==> src/rtl/exec_pkg.sv <==
// Shared types, ALU opcodes, flag indices and instruction decode for the exec_ctrl slice.
// Define EXEC_IMM_EN to decode the ADDI/SUBI/CMPI immediate forms.
package exec_pkg;

  localparam int REG_W  = 16;
  localparam int ADDR_W = 4;
  localparam int FLAG_W = 5;

  typedef enum logic [1:0] {
    ST_IDLE,
    ST_DECODE,
    ST_EXECUTE,
    ST_WRITEBACK
  } state_t;

  localparam logic [7:0] ALU_NOP  = 8'h00;
  localparam logic [7:0] ALU_AND  = 8'h01;
  localparam logic [7:0] ALU_OR   = 8'h02;
  localparam logic [7:0] ALU_XOR  = 8'h03;
  localparam logic [7:0] ALU_NOT  = 8'h04;
  localparam logic [7:0] ALU_ADD  = 8'h05;
  localparam logic [7:0] ALU_ADDU = 8'h06;
  localparam logic [7:0] ALU_ADDC = 8'h07;
  localparam logic [7:0] ALU_MUL  = 8'h08;
  localparam logic [7:0] ALU_SUB  = 8'h09;
  localparam logic [7:0] ALU_CMP  = 8'h0B;
  localparam logic [7:0] ALU_CMPU = 8'h0F;
  localparam logic [7:0] ALU_LSHI = 8'h80;
  localparam logic [7:0] ALU_LSH  = 8'h84;

  localparam int FLAG_Z = 4;
  localparam int FLAG_C = 3;
  localparam int FLAG_F = 2;
  localparam int FLAG_N = 1;
  localparam int FLAG_L = 0;

  typedef struct packed {
    logic [7:0] op;
    logic       wr;
    logic       flag_upd;
    logic       use_imm;
  } dec_t;

  function automatic dec_t decode(input logic [15:0] ins);
    dec_t d;
    d.op       = {ins[15:12], ins[7:4]};
    d.wr       = 1'b0;
    d.flag_upd = 1'b0;
    d.use_imm  = 1'b0;
    case (ins[15:12])
      4'h0: begin
        if (d.op >= ALU_AND && d.op <= ALU_SUB) begin
          d.wr       = 1'b1;
          d.flag_upd = 1'b1;
        end else if (d.op == ALU_CMP || d.op == ALU_CMPU) begin
          d.flag_upd = 1'b1;
        end
      end
      4'h8: begin
        d.wr       = 1'b1;
        d.flag_upd = 1'b1;
      end
`ifdef EXEC_IMM_EN
      4'h5: begin
        d.op       = ALU_ADD;
        d.wr       = 1'b1;
        d.flag_upd = 1'b1;
        d.use_imm  = 1'b1;
      end
      4'h9: begin
        d.op       = ALU_SUB;
        d.wr       = 1'b1;
        d.flag_upd = 1'b1;
        d.use_imm  = 1'b1;
      end
      4'hB: begin
        d.op       = ALU_CMP;
        d.flag_upd = 1'b1;
        d.use_imm  = 1'b1;
      end
`endif
      default: ;
    endcase
    return d;
  endfunction

endpackage

==> src/rtl/exec_regfile.sv <==
// General register file: two operand read ports, one debug read port, one write port.
// Every register clears asynchronously while rst_n is low.
module exec_regfile
  import exec_pkg::*;
#(
  parameter int REGS = 16
) (
  input  logic              clk,
  input  logic              rst_n,
  input  logic [ADDR_W-1:0] ra_addr,
  output logic [REG_W-1:0]  ra_data,
  input  logic [ADDR_W-1:0] rb_addr,
  output logic [REG_W-1:0]  rb_data,
  input  logic [ADDR_W-1:0] dbg_addr,
  output logic [REG_W-1:0]  dbg_data,
  input  logic              we,
  input  logic [ADDR_W-1:0] wa,
  input  logic [REG_W-1:0]  wd
);

  logic [REG_W-1:0] regs_reg [REGS];

  always_ff @(posedge clk or negedge rst_n) begin
    if (!rst_n) begin
      for (int i = 0; i < REGS; i++) begin
        regs_reg[i] <= '0;
      end
    end else if (we) begin
      regs_reg[wa] <= wd;
    end
  end

  // Reads are combinational so a write only shows up the cycle after it is clocked.
  assign ra_data  = regs_reg[ra_addr];
  assign rb_data  = regs_reg[rb_addr];
  assign dbg_data = regs_reg[dbg_addr];

endmodule

==> src/rtl/exec_ctrl.sv <==
// Four-state instruction sequencer driving an external ALU and the register file.
// Define EXEC_IMM_EN (seen by exec_pkg) to enable the sign-extended immediate forms.
module exec_ctrl
  import exec_pkg::*;
#(
  parameter int REGS = 16
) (
  input  logic              clk,
  input  logic              rst_n,
  input  logic [15:0]       instr,
  input  logic              instr_valid,
  output logic              instr_ready,
  output logic [REG_W-1:0]  alu_a,
  output logic [REG_W-1:0]  alu_b,
  output logic [7:0]        alu_op,
  input  logic [REG_W-1:0]  alu_c,
  input  logic [FLAG_W-1:0] alu_flags,
  output logic [FLAG_W-1:0] psr,
  output logic              done,
  input  logic [ADDR_W-1:0] dbg_addr,
  output logic [REG_W-1:0]  dbg_data
);

  state_t            state_reg, state_next;
  logic [15:0]       instr_reg;
  logic [REG_W-1:0]  alu_a_reg, alu_b_reg, res_reg;
  logic [7:0]        alu_op_reg;
  logic [FLAG_W-1:0] flags_reg, psr_reg;
  logic              wr_reg, flag_upd_reg, done_reg;
  logic [REG_W-1:0]  rd_a, rd_b, imm_ext;
  logic              wb_we;
  dec_t              dec_now;

  assign dec_now = decode(instr_reg);
  assign imm_ext = {{8{instr_reg[7]}}, instr_reg[7:0]};
  assign wb_we   = (state_reg == ST_WRITEBACK) && wr_reg;

  exec_regfile #(.REGS(REGS)) u_regfile (
    .clk      (clk),
    .rst_n    (rst_n),
    .ra_addr  (instr_reg[11:8]),
    .ra_data  (rd_a),
    .rb_addr  (instr_reg[3:0]),
    .rb_data  (rd_b),
    .dbg_addr (dbg_addr),
    .dbg_data (dbg_data),
    .we       (wb_we),
    .wa       (instr_reg[11:8]),
    .wd       (res_reg)
  );

  always_ff @(posedge clk or negedge rst_n) begin
    if (!rst_n) begin
      state_reg <= ST_IDLE;
    end else begin
      state_reg <= state_next;
    end
  end

  always_comb begin
    state_next  = state_reg;
    instr_ready = 1'b0;
    case (state_reg)
      ST_IDLE: begin
        // Gated by rst_n so the block never advertises readiness while held in reset.
        instr_ready = rst_n;
        if (instr_valid) begin
          state_next = ST_DECODE;
        end
      end
      ST_DECODE:    state_next = ST_EXECUTE;
      ST_EXECUTE:   state_next = ST_WRITEBACK;
      ST_WRITEBACK: state_next = ST_IDLE;
      default:      state_next = ST_IDLE;
    endcase
  end

  always_ff @(posedge clk or negedge rst_n) begin
    if (!rst_n) begin
      instr_reg    <= '0;
      alu_a_reg    <= '0;
      alu_b_reg    <= '0;
      alu_op_reg   <= ALU_NOP;
      res_reg      <= '0;
      flags_reg    <= '0;
      psr_reg      <= '0;
      wr_reg       <= 1'b0;
      flag_upd_reg <= 1'b0;
      done_reg     <= 1'b0;
    end else begin
      done_reg <= 1'b0;
      case (state_reg)
        ST_IDLE: begin
          if (instr_valid) begin
            instr_reg <= instr;
          end
        end
        ST_DECODE: begin
          // Both operands are captured here, so Rdest == Rsrc sees pre-write values.
          alu_a_reg    <= rd_a;
          alu_b_reg    <= dec_now.use_imm ? imm_ext : rd_b;
          alu_op_reg   <= dec_now.op;
          wr_reg       <= dec_now.wr;
          flag_upd_reg <= dec_now.flag_upd;
        end
        ST_EXECUTE: begin
          res_reg   <= alu_c;
          flags_reg <= alu_flags;
        end
        ST_WRITEBACK: begin
          if (flag_upd_reg) begin
            psr_reg <= flags_reg;
          end
          done_reg <= 1'b1;
        end
        default: ;
      endcase
    end
  end

  assign alu_a  = alu_a_reg;
  assign alu_b  = alu_b_reg;
  assign alu_op = alu_op_reg;
  assign psr    = psr_reg;
  assign done   = done_reg;

endmodule

==> config.mk <==
export PLATFORM = sky130hd
export DESIGN_NAME = exec_ctrl
export DESIGN_NICKNAME = d
export VERILOG_FILES = /design/src/rtl/exec_pkg.sv /design/src/rtl/exec_regfile.sv /design/src/rtl/exec_ctrl.sv
export SDC_FILE = /design/constraint.sdc
export NUM_CORES = 1
export LEC_CHECK = 0
export CAP_MARGIN = 30
export CORE_MARGIN = 2
export CORE_UTILIZATION = 55
export CTS_CLUSTER_DIAMETER = 80
export DETAILED_ROUTE_END_ITERATION = 10
export PLACE_DENSITY = 0.88
export SLEW_MARGIN = 40
export SYNTH_ARGS = -nofsm -noshare
export SYNTH_HDL_FRONTEND = slang
export SYNTH_SLANG_ARGS = --single-unit
export TNS_END_PERCENT = 50
==> constraint.sdc <==
create_clock -name clk -period 2.2 [get_ports clk]
set_input_delay 0.44 -clock clk [delete_from_list [all_inputs] [get_ports clk]]
set_output_delay 0.44 -clock clk [all_outputs]
set_load 0.005 [all_outputs]
==> flow_summary.json <==
{
  "status": "finished, violations left",
  "violations": "negative hold slack, negative setup slack",
  "power_density_nw_per_um2": 1450,
  "syn_area_um2": 18800,
  "n_fill_cell": 1913,
  "cts_tree": "done",
  "synth_cells": 1210,
  "cts_htree_levels": 2,
  "maxSlewHeadroom_pct": 49.0,
  "hold_path.class": "input port to asynchronous set/reset pin",
  "min_period_ps": 2630,
  "fin_crit_sh_pct": 119,
  "final_max_slew_viol_count": 0,
  "path_clk_slew_ps": 60,
  "place.gp.congestion": 0.918,
  "die_w_um": 189,
  "grt_pass1_wl_um": 96800,
  "rsz0062_at_grt": "true",
  "leakagePower_nw": 11.2,
  "initial_core_util_pct": 56.0,
  "tightest_slew_ps": 765,
  "diodes": 0,
  "dp.final_hpwl_um": 37600,
  "grt_pass1_vias": 15900,
  "largest_register_ffs": 256,
  "antenna_found_initial": 0,
  "max_freq_mhz": 381,
  "clk_path_buf_depth": 3,
  "syn_nets": 1259,
  "via_count": 14900,
  "cp-end-kind": "output pin",
  "dieArea_um2": 35600,
  "yosys.cell_types.count": 38,
  "skew_ps": 20.8,
  "cts.sinks": 343,
  "cp.arrival_ps": 2190,
  "routed_wl_um": 65000,
  "synthArstFlopShare_pct": 100,
  "grtUsageTotal_pct": 36.5,
  "cts_made_buffers": 37,
  "worst_skew_pair.late_latency_ps": 540,
  "viasPerCell": 7.10,
  "core_um2": 33500,
  "finalSetupViolCount": 26,
  "fin_nets": 1681,
  "most-common-layout-cells": "355 x buf_4, 339 x dfrtp_1, 317 x mux2_2",
  "wl_per_cell_um": 30.9,
  "area_growth_pct": 28.9,
  "portBuffers": 106,
  "r2r_start": "state_reg[0]$_DFFE_PN0P_",
  "dr.pass1.iters": 6,
  "io_pins": 107,
  "ys.flop_type": "dfrtp_1",
  "irDropWorstVdd_mv": 0.782,
  "die_h_um": 189,
  "synth_edf_count": 0,
  "route.detailed.drc": 0,
  "overflow": 0,
  "ant_nets": 0,
  "setup_ws_ps": -426,
  "synth.avg_cell_area_um2": 15.5,
  "holdWs_ps": -32.6,
  "drt_iter0_markers": 2081,
  "synth_seq_cells": 343,
  "hold_viol_final": 5,
  "crit_path_start_kind": "register",
  "grt_max_degree": 134,
  "cts-root-buf": "clkbuf_16",
  "seq_area_frac_synth_pct": 45.7,
  "final_core_util_pct": 72.1,
  "crit_fanout": 2,
  "crit_start": "u_regfile.regs_reg[226]$_DFFE_PN0P_",
  "cp.required_ps": 1760,
  "worstSetupPathType": "register to output pin",
  "p_total_mw": 35.0,
  "rows": 67,
  "maxCapViolations": 0,
  "drive_above_1_share_pct": 59.8,
  "mostFrequentLayoutCell": "buf_4",
  "yosys_warnings": 0
}
-- worst paths after layout --
path                                                             to  slack (ps)  cells after the start
worst max-delay path                                    dbg_data[2]        -430                      3
worst min-delay path                       instr_reg[3]$_DFFE_PN0P_         -30                      2
worst max register to register  u_regfile.regs_reg[232]$_DFFE_PN0P_         -20                      5
worst min register to register                alu_op[4]$_DFFE_PN0N_         510                      1
max in group asynchronous       u_regfile.regs_reg[197]$_DFFE_PN0P_         610                      4
min in group clk                              alu_op[4]$_DFFE_PN0N_         510                      1
-- through the flow --
step	TNS (ps)	std cells	setup WS, ps	area (µm²)
after global placement	-9790	1973	-653	22500
after floorplan	0	1210	9.56	18800
after detailed placement	-10110	1973	-658	22500
after global routing	-5510	2106	-448	24200
after CTS	-4880	2075	-370	23900
final	-4960	2106	-426	24200
-- critical path, cell delays in order (launching register included) --
cell	delay, ps
dfrtp_1	420
mux4_2	530
mux4_2	560
buf_6	150
-- per-layer routing --
metal  global-route usage (%)  share of wire (%)
met5                        0                  0
met4                     26.2                8.7
met3                     11.2                 12
met2                     56.2                 46
met1                     43.8                 33
-- cell families (layout without fill, tap and decap cells) --
| family | Yosys count | after routing | synth area share (%) |
|---|---|---|---|
| and+or+nand+nor | 81 | 81 | 2.37 |
| buffers and inverters | 113 | 561 | 3.17 |
| muxes | 556 | 556 | 44.5 |
| DFF | 343 | 343 | 45.7 |
| adders and majority gates | 5 | 5 | 0.333 |
| AOI/OAI and AO/OA | 112 | 112 | 3.91 |
-- cells in the mapped netlist (10+ instances only) --
| library cell | number | area [µm²] |
|---|---|---|
| dfrtp_1 | 343 | 8580 |
| mux2_2 | 317 | 3570 |
| mux4_2 | 160 | 3600 |
| o22ai_1 | 51 | 319 |
| mux2i_1 | 50 | 500 |
| clkbuf_1 | 37 | 139 |
| buf_2 | 31 | 155 |
| nor2_1 | 25 | 93.8 |
| mux4_1 | 23 | 604 |
| buf_4 | 21 | 158 |
| a21oi_1 | 18 | 90.1 |
| a22oi_1 | 16 | 120 |
| a31oi_1 | 16 | 100 |
| buf_1 | 13 | 48.8 |
| nand2_1 | 11 | 41.3 |
| nor2_2 | 10 | 62.6 |
-- layout make-up --
class | count | area [µm²] | share of cell area, %
multi-input cells | 754 | 9530 | 39.4
flip-flops and latches | 343 | 8590 | 35.5
repair buffers | 492 | 4260 | 17.6
clock buffers | 51 | 1060 | 4.38
well taps | 448 | 561 | 2.32
clock inverters | 14 | 160 | 0.662
inverters | 4 | 15.0 | 0.0621
-- power by group --
group	internal (mW)	total (mW)	leakage, nW	switching (mW)
logic	9.48	17.0	6.05	7.48
registers	8.88	11.6	4.57	2.76
clock network	3.73	6.37	0.596	2.64
total	22.1	35.0	11.2	12.9
-- what timing repair did --
item	in CTS	in global routing
hold buffers	1	0
endpoints found under the hold margin	25	0
endpoints found under the setup margin	27	106
setup buffers	34	32
cloned	2	0
pin swaps	2	1
gates resized for setup	93	13
Note: power is estimated with default switching activity, not from simulation.
